[src/rtl/change_dispenser_if.sv]
// Coin payout handshake bundle: the vending controller side (start/amount/
// refill), the hopper side (eject/coin/ack) and the transaction status.
interface change_dispenser_if;
  logic        I_START;
  logic [15:0] I_AMOUNT;
  logic        I_REFILL;
  logic        O_EJECT;
  logic [2:0]  O_COIN;
  logic        I_EJECT_ACK;
  logic        O_BUSY;
  logic        O_DONE;
  logic [15:0] O_SHORT;
  logic [7:0]  O_COINS_OUT;

  // The dispenser itself
  modport slave (
    input  I_START, I_AMOUNT, I_REFILL, I_EJECT_ACK,
    output O_EJECT, O_COIN, O_BUSY, O_DONE, O_SHORT, O_COINS_OUT
  );

  // Whatever drives the dispenser (controller plus hopper)
  modport master (
    output I_START, I_AMOUNT, I_REFILL, I_EJECT_ACK,
    input  O_EJECT, O_COIN, O_BUSY, O_DONE, O_SHORT, O_COINS_OUT
  );
endinterface

[src/rtl/change_dispenser.sv]
// Greedy coin payout unit: latches a change amount, then ejects coins one at
// a time (largest denomination that fits and is still stocked), and reports
// the coin count plus whatever could not be paid.
module change_dispenser #(
  parameter int INV_W    = 8,
  parameter int INV_INIT = 20
) (
  input logic               CLK,
  input logic               I_RESET_N,
  change_dispenser_if.slave bus
);

  localparam int NUM_COINS = 6;

  localparam logic [1:0] ST_IDLE   = 2'd0;
  localparam logic [1:0] ST_SELECT = 2'd1;
  localparam logic [1:0] ST_EJECT  = 2'd2;
  localparam logic [1:0] ST_DONE   = 2'd3;

  localparam logic [INV_W-1:0] TUBE_FULL = INV_W'(INV_INIT);
  localparam logic [INV_W-1:0] TUBE_ONE  = INV_W'(1);

  logic [1:0]       state;
  logic [15:0]      remain;
  logic [INV_W-1:0] tube_count [NUM_COINS];
  logic [2:0]       coin_code;
  logic [15:0]      short_amt;
  logic [7:0]       coins_out;

  logic             sel_found;
  logic [2:0]       sel_code;

  // Value in cents of each denomination code
  function automatic logic [15:0] coin_value(input logic [2:0] code);
    case (code)
      3'd0:    coin_value = 16'd1;
      3'd1:    coin_value = 16'd5;
      3'd2:    coin_value = 16'd10;
      3'd3:    coin_value = 16'd25;
      3'd4:    coin_value = 16'd100;
      3'd5:    coin_value = 16'd500;
      default: coin_value = 16'd0;
    endcase
  endfunction

  // Greedy pick: scanning upward, the last fitting stocked code is the largest
  always_comb begin
    sel_found = 1'b0;
    sel_code  = 3'd0;
    for (int i = 0; i < NUM_COINS; i++) begin
      if ((coin_value(3'(i)) <= remain) && (tube_count[i] != '0)) begin
        sel_found = 1'b1;
        sel_code  = 3'(i);
      end
    end
  end

  assign bus.O_EJECT     = (state == ST_EJECT);
  assign bus.O_BUSY      = (state != ST_IDLE);
  assign bus.O_DONE      = (state == ST_DONE);
  assign bus.O_COIN      = coin_code;
  assign bus.O_SHORT     = short_amt;
  assign bus.O_COINS_OUT = coins_out;

  // Transaction sequencing, inventory bookkeeping and result registers
  always_ff @(posedge CLK) begin
    if (!I_RESET_N) begin
      state     <= ST_IDLE;
      remain    <= 16'd0;
      coin_code <= 3'd0;
      short_amt <= 16'd0;
      coins_out <= 8'd0;
      for (int i = 0; i < NUM_COINS; i++) begin
        tube_count[i] <= TUBE_FULL;
      end
    end else begin
      case (state)
        ST_IDLE: begin
          if (bus.I_REFILL) begin
            for (int i = 0; i < NUM_COINS; i++) begin
              tube_count[i] <= TUBE_FULL;
            end
          end
          if (bus.I_START) begin
            remain    <= bus.I_AMOUNT;
            short_amt <= 16'd0;
            coins_out <= 8'd0;
            state     <= ST_SELECT;
          end
        end
        ST_SELECT: begin
          if (sel_found) begin
            coin_code <= sel_code;
            state     <= ST_EJECT;
          end else begin
            short_amt <= remain;
            state     <= ST_DONE;
          end
        end
        ST_EJECT: begin
          if (bus.I_EJECT_ACK) begin
            remain <= remain - coin_value(coin_code);
            for (int i = 0; i < NUM_COINS; i++) begin
              if (coin_code == 3'(i)) begin
                tube_count[i] <= tube_count[i] - TUBE_ONE;
              end
            end
            if (coins_out != 8'hFF) begin
              coins_out <= coins_out + 8'd1;
            end
            state <= ST_SELECT;
          end
        end
        default: begin
          state <= ST_IDLE;
        end
      endcase
    end
  end

endmodule
[src/flat_wrapper.sv]
// flat-port wrapper written by rule: the top's interface ports become plain ports
module change_dispenser_flat 
#(
  parameter int INV_W    = 8,
  parameter int INV_INIT = 20
)
  (CLK, I_RESET_N, bus_I_START, bus_I_AMOUNT, bus_I_REFILL, bus_I_EJECT_ACK, bus_O_EJECT, bus_O_COIN, bus_O_BUSY, bus_O_DONE, bus_O_SHORT, bus_O_COINS_OUT);
  change_dispenser_if bus_i ();
  input logic CLK;
  input logic I_RESET_N;
  input wire logic [$bits(bus_i.I_START)-1:0] bus_I_START;
  input wire logic [$bits(bus_i.I_AMOUNT)-1:0] bus_I_AMOUNT;
  input wire logic [$bits(bus_i.I_REFILL)-1:0] bus_I_REFILL;
  input wire logic [$bits(bus_i.I_EJECT_ACK)-1:0] bus_I_EJECT_ACK;
  output wire logic [$bits(bus_i.O_EJECT)-1:0] bus_O_EJECT;
  output wire logic [$bits(bus_i.O_COIN)-1:0] bus_O_COIN;
  output wire logic [$bits(bus_i.O_BUSY)-1:0] bus_O_BUSY;
  output wire logic [$bits(bus_i.O_DONE)-1:0] bus_O_DONE;
  output wire logic [$bits(bus_i.O_SHORT)-1:0] bus_O_SHORT;
  output wire logic [$bits(bus_i.O_COINS_OUT)-1:0] bus_O_COINS_OUT;
  assign bus_i.I_START = bus_I_START;
  assign bus_i.I_AMOUNT = bus_I_AMOUNT;
  assign bus_i.I_REFILL = bus_I_REFILL;
  assign bus_i.I_EJECT_ACK = bus_I_EJECT_ACK;
  assign bus_O_EJECT = bus_i.O_EJECT;
  assign bus_O_COIN = bus_i.O_COIN;
  assign bus_O_BUSY = bus_i.O_BUSY;
  assign bus_O_DONE = bus_i.O_DONE;
  assign bus_O_SHORT = bus_i.O_SHORT;
  assign bus_O_COINS_OUT = bus_i.O_COINS_OUT;
  change_dispenser #(.INV_W(INV_W), .INV_INIT(INV_INIT)) u_core (.CLK(CLK), .I_RESET_N(I_RESET_N), .bus(bus_i));
endmodule
[config.mk]
export PLATFORM = sky130hd
export DESIGN_NAME = change_dispenser_flat
export DESIGN_NICKNAME = d
export VERILOG_FILES = /design/src/rtl/change_dispenser_if.sv /design/src/rtl/change_dispenser.sv /design/src/flat_wrapper.sv
export SDC_FILE = /design/constraint.sdc
export NUM_CORES = 1
export LEC_CHECK = 0
export BUFFER_PORTS_ARGS = -buffer_cell sky130_fd_sc_hd__buf_2
export CAP_MARGIN = 20
export CORE_MARGIN = 2
export CORE_UTILIZATION = 64
export DETAILED_ROUTE_END_ITERATION = 10
export PLACE_DENSITY = 0.86
export SLEW_MARGIN = 20
export SYNTH_ARGS = -nofsm -noshare
export SYNTH_HDL_FRONTEND = slang
export SYNTH_SLANG_ARGS = --single-unit
[constraint.sdc]
create_clock -name CLK -period 7 [get_ports CLK]
set_input_delay 0.35 -clock CLK [delete_from_list [all_inputs] [get_ports CLK]]
set_output_delay 0.35 -clock CLK [all_outputs]
set_load 0.005 [all_outputs]
==> results of run 1 <==
-- final timing paths --
path / from / endpoint / cells past startpoint
hold reg to reg: u_core.bus.O_SHORT[3] / u_core.bus.O_SHORT[3] / 2
setup / recovery: u_core.bus.O_COIN[0] / u_core.remain[14] / 12
setup reg to reg: u_core.bus.O_COIN[0] / u_core.remain[14] / 12
hold / removal: bus_I_AMOUNT[8] / u_core.remain[8] / 3
-- sequential cells by signal, summed over array words and instances, names as in the netlist --
register,flops
u_core.state,2
u_core.bus.O_SHORT,16
u_core.remain,16
u_core.tube_count,48
u_core.bus.O_COIN,3
u_core.bus.O_COINS_OUT,8
-- area by class of cell --
cell class | instances | area (um^2)
Sequential cell | 93 | 2340
Clock buffer | 9 | 124
Tap cell | 102 | 128
Fill cell | 588 | 2150
Timing Repair Buffer | 51 | 258
Inverter | 24 | 90.1
Clock inverter | 7 | 96.3
Multi-Input combinational cell | 408 | 2500
-- through the flow --
stage               cells  instance area, um^2  total power, uW
global placement      678                 5320              884
detailed placement    678                 5320              894
global route          694                 5540             1340
floorplan             548                 5040              828
finish                694                 5540             1290
CTS                   694                 5540             1290
-- worst max-delay path, delay by kind of cell (launching register included) --
family,cells,cell delay [ns]
AOI/OAI and AO/OA,6,1.14
adders and majority gates,2,0.58
DFF,1,0.56
and+or+nand+nor,2,0.84
buffers and inverters,2,0.18
-- where the power goes --
| part | switching (uW) | internal [uW] | total, uW |
|---|---|---|---|
| logic | 151 | 97.2 | 248 |
| registers | 39.8 | 601 | 641 |
| clock network | 199 | 203 | 401 |
-- layout by cell type (no fill, tap or decap), drive strengths merged, types with 11 or more instances in the layout --
cell	Yosys	layout
ha	19	19
nor4	11	11
a21oi	24	24
nor3	12	12
nor2	77	77
nand3	15	15
dfxtp	45	45
inv	23	25
edfxtp	48	48
nand2	69	69
xor2	17	17
buf	8	51
nand4	24	24
xnor2	29	29
o21ai	26	26
-- layer usage --
| metal | track usage, % | up-vias | wire length, um |
|---|---|---|---|
| li1 | - | 2050 | - |
| met3 | 6.02 | 25 | 761 |
| met1 | 37.0 | 2003 | 4880 |
| met2 | 42.9 | 159 | 5290 |
| met5 | 0 | - | 0 |
| met4 | 9.19 | 0 | 240 |
-- logic make-up after synthesis --
| group | Yosys count | share of synthesized area, % |
|---|---|---|
| adders and majority gates | 20 | 5.11 |
| muxes | 1 | 0.223 |
| buffers and inverters | 47 | 3.90 |
| AOI/OAI and AO/OA | 98 | 13.3 |
| and+or+nand+nor | 243 | 23.1 |
| DFF | 93 | 46.5 |
| xor gates and xnor gates | 46 | 7.99 |
==> metrics.log, run 1 <==
[metrics] Total Neg Setup Slack: 0 ns
[metrics] Max Buffers Root-to-Sink: 2
[metrics] die height: 92.8 um
[metrics] number of slew-limit violations in the final report: 0
[metrics] Chip Width: 92.8 um
[metrics] total number of vias: 4237
[metrics] summed instance area of the synthesized netlist: 5040 um^2
[metrics] critical path fanouts, max: 13
[metrics] Register-to-Register Setup Slack: 3.62 ns
[metrics] number of sinks driven by the clock tree: 93
[metrics] root buffer selected by CTS: sky130_fd_sc_hd__clkbuf_8
[metrics] Cell Pwr Density: 233 nW/um^2
[metrics] CTS tree: yes
[metrics] NumNets Final: 628
[metrics] placement-stage worst setup slack: 3.67 ns
[metrics] worst hold slack after final layout: 0.250 ns
[metrics] most instantiated library cell after synthesis: sky130_fd_sc_hd__nor2_1
[metrics] longest individual stage delay on the worst path: 0.56 ns
[metrics] cell accounting for the most synthesized area: sky130_fd_sc_hd__edfxtp_1
[metrics] crit path capture type: flop
[metrics] Area growth, synth to finish: 9.90%
[metrics] ordered list of cells on the worst path: inv_1, a21oi_1, ha_1, inv_1, fa_1, a21o_1, a211o_1, a21oi_2, a21oi_2, or4_4, or4_1, a31oi_1
[metrics] largest net degree at the start of global routing: 39
[metrics] Fin Clk Skew: 0.0157 ns
[metrics] worst-case headroom to the max-slew limit: 46.9%
[metrics] register area share after synthesis: 46.5%
[metrics] average footprint of a synthesized cell: 9.20 um^2
[metrics] Num CTS Buffers: 9
[metrics] hold buffer count at CTS: 0
[metrics] detail-routed via count per cell: 6.11
[metrics] number of cells upsized or downsized after cts: 0
[metrics] flip-flop and latch count after synthesis: 93
[metrics] register clock-pin slew on the reported worst setup and hold paths: 0.10 ns
[metrics] number of primary I/O pins: 51
[metrics] post-detailed-placement half-perimeter wirelength: 8130 um
[metrics] remaining antenna violation count after routing: 0
[metrics] period utilisation layout: 48.3%
[metrics] setup violators final: 0
[metrics] standard cell with the maximum stage delay on the critical path: sky130_fd_sc_hd__dfxtp_1
[metrics] clock network latency to the later pin of the worst-skew pair: 0.37 ns
[metrics] count of unique library cells instantiated by Yosys: 61
[metrics] First-pass DRT Iterations: 6
[metrics] drt wl/cell: 16.1 um
[metrics] Row Count: 32
[metrics] worst path arrival time: 3.66 ns
[metrics] portion of synthesized cell area occupied by the leading cell type: 28.6%
[metrics] total global-route track usage: 27.1%
[metrics] Core Area: 7690 um^2
[metrics] max-cap check violation count: 0
[metrics] Main synth FF type: sky130_fd_sc_hd__edfxtp_1
[metrics] global-route wire length before repair: 18700 um
[metrics] post-CTS setup buffer count: 0
[metrics] number of diodes added for antenna fixing: 0
[metrics] H-tree depth reported by CTS: 3
[metrics] proportion of layout cells with a drive suffix above 1: 13.2%
[metrics] violation count after the first detailed-route iteration: 395
[metrics] buffers added on ports: 50
[metrics] final number of hold-violating endpoints: 0
[metrics] VDD IR-drop max: 0.145 mV
[metrics] critical path startpoint category: flop
[metrics] number of enable-type register cells in the synthesized netlist: 48
[metrics] number of nets produced by synthesis: 589
[metrics] type of the setup path with the least slack: reg2reg
[metrics] share of flip-flops with an asynchronous set or reset after synthesis: 0%
[metrics] RSZ-0062 raised after global routing: false
[metrics] utilization of the core after routing: 72.1%
[metrics] number of remaining DRC errors: 0
[metrics] min cycle time layout: 3.38 ns
[metrics] final estimated routing congestion in global placement: 0.914
[metrics] Worst-Margin Slew: 0.796 ns
[metrics] Setup WS post-layout: 3.62 ns
[metrics] biggest area contributors in the synthesized netlist: sky130_fd_sc_hd__edfxtp_1 (29%), sky130_fd_sc_hd__dfxtp_1 (18%), sky130_fd_sc_hd__nor2_1 (5.7%), sky130_fd_sc_hd__nand2_1 (5.1%), sky130_fd_sc_hd__xnor2_1 (5.0%)
[metrics] Initial Utilization: 65.6%
[metrics] total congestion overflow: 0
[metrics] area of the die: 8600 um^2
[metrics] yosys synthesis warning count: 0
[metrics] status: complete, no violations
[metrics] routed wire length: 11200 um
[metrics] critical path required time: 7.28 ns
[metrics] initial antenna violation count: 0
[metrics] vias in the first global route: 3957
[metrics] Leak Pwr: 0.00201 uW
[metrics] worst min-delay path category: in2reg
[metrics] fmax: 296 MHz
[metrics] instance count of the mapped netlist: 548
[metrics] list of most frequent post-synthesis cells: sky130_fd_sc_hd__nor2_1 (77), sky130_fd_sc_hd__nand2_1 (69), sky130_fd_sc_hd__edfxtp_1 (48)
Note: power is estimated with default switching activity, not from simulation.
==> inputs of run 2 (changes only) <==
--- a/config.mk
+++ b/config.mk
@@ -8,9 +8,9 @@
 export BUFFER_PORTS_ARGS = -buffer_cell sky130_fd_sc_hd__buf_2
 export CAP_MARGIN = 20
 export CORE_MARGIN = 2
-export CORE_UTILIZATION = 64
+export CORE_UTILIZATION = 54
 export DETAILED_ROUTE_END_ITERATION = 10
-export PLACE_DENSITY = 0.86
+export PLACE_DENSITY = 0.77
 export SLEW_MARGIN = 20
 export SYNTH_ARGS = -nofsm -noshare
 export SYNTH_HDL_FRONTEND = slang
==> constraint.sdc (replaced) <==
create_clock -name CLK -period 2.8 [get_ports CLK]
set_input_delay 0.14 -clock CLK [delete_from_list [all_inputs] [get_ports CLK]]
set_output_delay 0.14 -clock CLK [all_outputs]
set_load 0.005 [all_outputs]
==> metrics.log, run 2 (synthesis results as in run 1) <==
[metrics] Worst Setup SP: u_core.bus.O_COIN[2]
[metrics] critical path startpoint category: flop
[metrics] placed inst area: 5640 um^2
[metrics] type of the setup path with the least slack: reg2reg
[metrics] period utilisation layout: 104%
[metrics] commonest non-fill, non-tap cell in the layout: sky130_fd_sc_hd__nor2_1
[metrics] initial antenna violation count: 0
[metrics] Area growth, synth to finish: 16.9%
[metrics] hold wc startpoint: bus_I_AMOUNT[14]
[metrics] total global-route track usage: 25.3%
[metrics] net switching share of the total power: 32.7%
[metrics] standard cell with the maximum stage delay on the critical path: sky130_fd_sc_hd__or4_4
[metrics] Core Area: 9150 um^2
[metrics] die height: 101 um
[metrics] Setup WS post-layout: -0.115 ns
[metrics] Worst-Margin Slew: 0.681 ns
[metrics] RSZ-0062 raised after global routing: true
[metrics] total congestion overflow: 0
[metrics] max-cap check violation count: 0
[metrics] largest reg by FF count: u_core.tube_count
[metrics] area of the die: 10100 um^2
[metrics] final estimated routing congestion in global placement: 0.910
[metrics] global-route wire length before repair: 20200 um
[metrics] CTS tree: yes
[metrics] crit path capture type: flop
[metrics] number of diodes added for antenna fixing: 0
[metrics] worst path arrival time: 3.23 ns
[metrics] r2r startpoint: u_core.bus.O_COIN[2]
[metrics] Total Neg Setup Slack: -0.146 ns
[metrics] clock network latency to the later pin of the worst-skew pair: 0.38 ns
[metrics] routed wire length: 12300 um
[metrics] number of sinks driven by the clock tree: 93
[metrics] Max Buffers Root-to-Sink: 2
[metrics] number of primary I/O pins: 51
[metrics] final number of hold-violating endpoints: 0
[metrics] vias in the first global route: 4305
[metrics] longest individual stage delay on the worst path: 0.45 ns
[metrics] Chip Width: 101 um
[metrics] Row Count: 35
[metrics] fmax: 343 MHz
[metrics] worst-case headroom to the max-slew limit: 54.5%
[metrics] final non-filler cell area: 5890 um^2
[metrics] post-detailed-placement half-perimeter wirelength: 9020 um
[metrics] drt wl/cell: 16.4 um
[metrics] buffers added on ports: 50
[metrics] status: complete, but fails checks
[metrics] critical path fanouts, max: 5
[metrics] relative contribution of sequential cells to total power: 48.4%
[metrics] violation count after the first detailed-route iteration: 379
[metrics] First-pass DRT Iterations: 5
[metrics] proportion of layout cells with a drive suffix above 1: 20.4%
[metrics] Register-to-Register Setup Slack: -0.12 ns
[metrics] H-tree depth reported by CTS: 3
[metrics] NumNets Final: 672
[metrics] min cycle time layout: 2.92 ns
[metrics] critical path required time: 3.12 ns
[metrics] ordered list of cells on the worst path: nor2_2, or2_2, ha_1, a21o_1, a211o_1, a21oi_2, a21oi_2, or4_4, or4_1, a31oi_1
[metrics] utilization of the core after routing: 64.4%
[metrics] Num CTS Buffers: 9
[metrics] total number of vias: 4441
[metrics] dominant delay contributor by cell family on the critical path: simple AND/OR/NAND/NOR gates
[metrics] switching power: 1070 uW
[metrics] VDD IR-drop max: 0.300 mV
[metrics] largest net degree at the start of global routing: 34
[metrics] Initial Utilization: 55.1%
[metrics] detail-routed via count per cell: 5.95
[metrics] share of total power in combinational logic: 24.3%
[metrics] worst min-delay path category: in2reg
[metrics] number of remaining DRC errors: 0
[metrics] number of slew-limit violations in the final report: 0
[metrics] setup violators final: 2
[metrics] Fin Clk Skew: 0.0164 ns
[metrics] register clock-pin slew on the reported worst setup and hold paths: 0.11 ns
[metrics] Cell Pwr Density: 554 nW/um^2
[metrics] clock share of power: 27.3%
[metrics] highest-count cells in the layout ignoring fill and taps: sky130_fd_sc_hd__nor2_1 (76), sky130_fd_sc_hd__nand2_1 (69), sky130_fd_sc_hd__buf_2 (50)
[metrics] root buffer selected by CTS: sky130_fd_sc_hd__clkbuf_8
[metrics] Buf/Inv on CP: 0
[metrics] internal power of the cells: 2200 uW
[metrics] violated checks: negative setup slack
[metrics] remaining antenna violation count after routing: 0
[metrics] Largest register FFs: 48
[metrics] Leak Pwr: 0.00222 uW
[metrics] Most Frequent Cell on Critical Path: sky130_fd_sc_hd__a21oi_2
-- run 2: changes by cell type in the layout (fill, tap and decap cells not counted), sizes merged --
cell,before,now
clkinvlp,2,0
bufinv,2,0
buf,51,94
clkinv,2,4
dlygate4sd3,0,1
inv,25,27
-- run 2: path summary, 6_finish.rpt --
kind	to	cells after the start
setup / recovery	u_core.remain[14]	10
setup reg to reg	u_core.remain[14]	10
hold / removal	u_core.remain[14]	3
hold reg to reg	u_core.bus.O_SHORT[14]	2
-- run 2: layout make-up --
class / count / area [um^2]
clock buffers: 9 / 124
clock inverters: 7 / 66.3
fillers: 745 / 3260
inverters: 24 / 92.6
multi-input cells: 408 / 2530
flip-flops and latches: 93 / 2350
well taps: 111 / 139
repair buffers: 95 / 598
-- run 2: layer usage --
layer / vias up / global-route usage (%) / part of all wire [%]
met2: 174 / 40.6 / 47
met3: 32 / 4.37 / 6.7
met5: - / 0 / 0
met1: 2093 / 33.3 / 43
met4: 0 / 11.8 / 2.9
li1: 2142 / - / -
-- run 2: tightest hold or removal path: stages --
cell	delay [ns]
sky130_fd_sc_hd__buf_2	0.10
sky130_fd_sc_hd__nand2_1	0.06
sky130_fd_sc_hd__a31oi_1	0.07
-- run 2: stage by stage --
stage | worst slack (ns) | hold WS (ns) | cells | power [uW]
finish | -0.115 | 0.0315 | 747 | 3270
global route | -0.213 | 0.0348 | 747 | 3410
CTS | -0.0618 | 0.0224 | 745 | 3230
detailed placement | -0.147 | 0.394 | 726 | 2340
global placement | -0.0808 | 0.400 | 726 | 2320
floorplan | -0.156 | 0.248 | 548 | 2080
-- run 2: power groups by stage --
stage | Clock (uW) | Combinational [uW] | Sequential (uW)
detailed placement | 0 | 736 | 1610
floorplan | 0 | 493 | 1590
global route | 947 | 871 | 1590
CTS | 897 | 757 | 1580
finish | 891 | 795 | 1580
global placement | 0 | 718 | 1600
-- run 2: repair_timing --
item                                    CTS  global route
endpoints found under the setup margin    2            14
setup buffers                             2             2
gates resized for setup                   2             4
endpoints found under the hold margin     1             0
hold buffers                              1             0
pin swaps                                 3             3
==> inputs of run 3 (changes only) <==
--- a/config.mk
+++ b/config.mk
@@ -9,8 +9,10 @@
 export CAP_MARGIN = 20
 export CORE_MARGIN = 2
 export CORE_UTILIZATION = 54
+export CTS_CLUSTER_DIAMETER = 200
 export DETAILED_ROUTE_END_ITERATION = 10
 export PLACE_DENSITY = 0.77
+export SETUP_SLACK_MARGIN = 0.15
 export SLEW_MARGIN = 20
 export SYNTH_ARGS = -nofsm -noshare
 export SYNTH_HDL_FRONTEND = slang
==> metrics.log, run 3 (synthesis results as in run 1) <==
[metrics] routed wire length: 13100 um
[metrics] register clock-pin slew on the reported worst setup and hold paths: 0.11 ns
[metrics] remaining antenna violation count after routing: 0
[metrics] number of diodes added for antenna fixing: 0
[metrics] drt wl/cell: 17.4 um
[metrics] initial antenna violation count: 0
[metrics] post-detailed-placement half-perimeter wirelength: 9080 um
[metrics] wire length on met2: 6220 um
[metrics] max layer used: met4
[metrics] hold buffer count at CTS: 0
[metrics] sum of met3 wire segment lengths after detailed routing: 928 um
[metrics] commonest non-fill, non-tap cell in the layout: sky130_fd_sc_hd__nor2_1
[metrics] max-cap check violation count: 0
[metrics] die height: 101 um
[metrics] final number of hold-violating endpoints: 0
[metrics] Num CTS Buffers: 9
[metrics] CTS tree: yes
[metrics] total number of vias: 4555
[metrics] Worst Hold Depth: 3
[metrics] number of sinks driven by the clock tree: 93
[metrics] Area growth, synth to finish: 21.2%
[metrics] violated checks: negative setup slack
[metrics] Setup WS post-layout: -0.0491 ns
[metrics] critical path required time: 3.05 ns
[metrics] Leak Pwr: 0.00229 uW
[metrics] number of primary I/O pins: 51
[metrics] Row Count: 35
[metrics] root buffer selected by CTS: sky130_fd_sc_hd__clkbuf_8
[metrics] total congestion overflow: 0
[metrics] RSZ-0062 raised after global routing: true
[metrics] NumNets Final: 679
[metrics] crit path capture type: flop
[metrics] number of remaining DRC errors: 0
[metrics] Fin Clk Skew: 0.0194 ns
[metrics] Sequential Area: 2350 um^2
[metrics] VDD IR-drop max: 0.315 mV
[metrics] H-tree depth reported by CTS: 3
[metrics] sum of routed wire segments on met1: 5550 um
[metrics] period utilisation layout: 102%
[metrics] setup violators final: 1
[metrics] Core Area: 9150 um^2
[metrics] worst path arrival time: 3.10 ns
[metrics] worst-case headroom to the max-slew limit: 20.4%
[metrics] area used by multi-input combinational logic: 2680 um^2
[metrics] critical path fanouts, max: 5
[metrics] status: complete, but fails checks
[metrics] detail-routed via count per cell: 6.04
[metrics] Max Buffers Root-to-Sink: 2
[metrics] Largest register FFs: 48
[metrics] worst min-delay path category: in2reg
[metrics] Worst-Margin Slew: 1.19 ns
[metrics] First-pass DRT Iterations: 5
[metrics] proportion of layout cells with a drive suffix above 1: 24.6%
[metrics] vias in the first global route: 4461
[metrics] largest reg by FF count: u_core.tube_count
[metrics] Cell Pwr Density: 570 nW/um^2
[metrics] violation count after the first detailed-route iteration: 318
[metrics] final estimated routing congestion in global placement: 0.950
[metrics] utilization of the core after routing: 66.8%
[metrics] Chip Width: 101 um
[metrics] largest net degree at the start of global routing: 30
[metrics] buffers added on ports: 50
[metrics] Initial Utilization: 55.1%
[metrics] worst hold slack after final layout: 0.0136 ns
[metrics] critical path startpoint category: flop
[metrics] highest-count cells in the layout ignoring fill and taps: sky130_fd_sc_hd__nor2_1 (75), sky130_fd_sc_hd__nand2_1 (67), sky130_fd_sc_hd__buf_2 (50)
[metrics] number of slew-limit violations in the final report: 0
[metrics] fmax: 351 MHz
[metrics] type of the setup path with the least slack: reg2reg
[metrics] clock network latency to the later pin of the worst-skew pair: 0.38 ns
[metrics] min cycle time layout: 2.85 ns
[metrics] depth of the worst register-to-register path: 10
[metrics] total global-route track usage: 26.6%
[metrics] global-route wire length before repair: 21100 um
[metrics] Fillers: 692
[metrics] area of the die: 10100 um^2
run 3: layout make-up:
class	instances	area share (%)
clock inverter	5	1.11
sequential	93	38.4
clock buffer	11	2.85
inverter	24	1.52
timing repair buffer	98	10.1
tap	111	2.27
multi-input combinational	412	43.8
run 3: path summary, 6_finish.rpt:
path | start | endpoint | slack [ns]
worst min-delay path | bus_I_AMOUNT[8] | u_core.remain[8] | 0.01
worst max-delay path | u_core.bus.O_COIN[2] | u_core.remain[14] | -0.05
worst max register to register | u_core.bus.O_COIN[2] | u_core.remain[14] | -0.05
worst min register to register | u_core.bus.O_SHORT[3] | u_core.bus.O_SHORT[3] | 0.47
run 3: power breakdown:
part | switching [uW] | leakage, uW | internal [uW] | total (uW)
registers | 79.9 | 0.000846 | 1500 | 1580
clock network | 527 | 0.000123 | 538 | 1060
logic | 473 | 0.00132 | 363 | 836
total | 1080 | 0.00229 | 2410 | 3490
run 3: repair_timing:
action                     4_1_cts  5_1_grt
resized for setup                9       25
pin swaps                        8       25
setup buffers                    5        4
cloned                           2        2
setup endpoints to repair       19       27
run 3: layer usage:
metal / global-route usage, % / vias up
met5: 0 / -
li1: - / 2181
met3: 4.44 / 40
met2: 42.8 / 174
met1: 35.3 / 2160
met4: 11.7 / 0
run 3: critical path, cell delays in order, from the launching register on:
cell and delay, ns:
sky130_fd_sc_hd__dfxtp_2 0.41, sky130_fd_sc_hd__nor2_2 0.07, sky130_fd_sc_hd__or2_2 0.28, sky130_fd_sc_hd__ha_1 0.31
sky130_fd_sc_hd__a21o_1 0.20, sky130_fd_sc_hd__a211o_1 0.27, sky130_fd_sc_hd__a21oi_2 0.16, sky130_fd_sc_hd__a21oi_2 0.09
sky130_fd_sc_hd__or4_4 0.44, sky130_fd_sc_hd__o311ai_0 0.38, sky130_fd_sc_hd__a31oi_1 0.13
run 3: through the flow:
stage	setup slack, ns	setup TNS (ns)	std cells	power [uW]	area [um^2]
floorplan	-0.156	-0.193	548	2080	5070
global placement	-0.0829	-0.0829	725	2320	5630
detailed placement	-0.149	-0.212	725	2350	5630
CTS	-0.0449	-0.0449	748	3440	5960
global route	-0.183	-0.226	754	3630	6110
finish	-0.0491	-0.0491	754	3490	6110
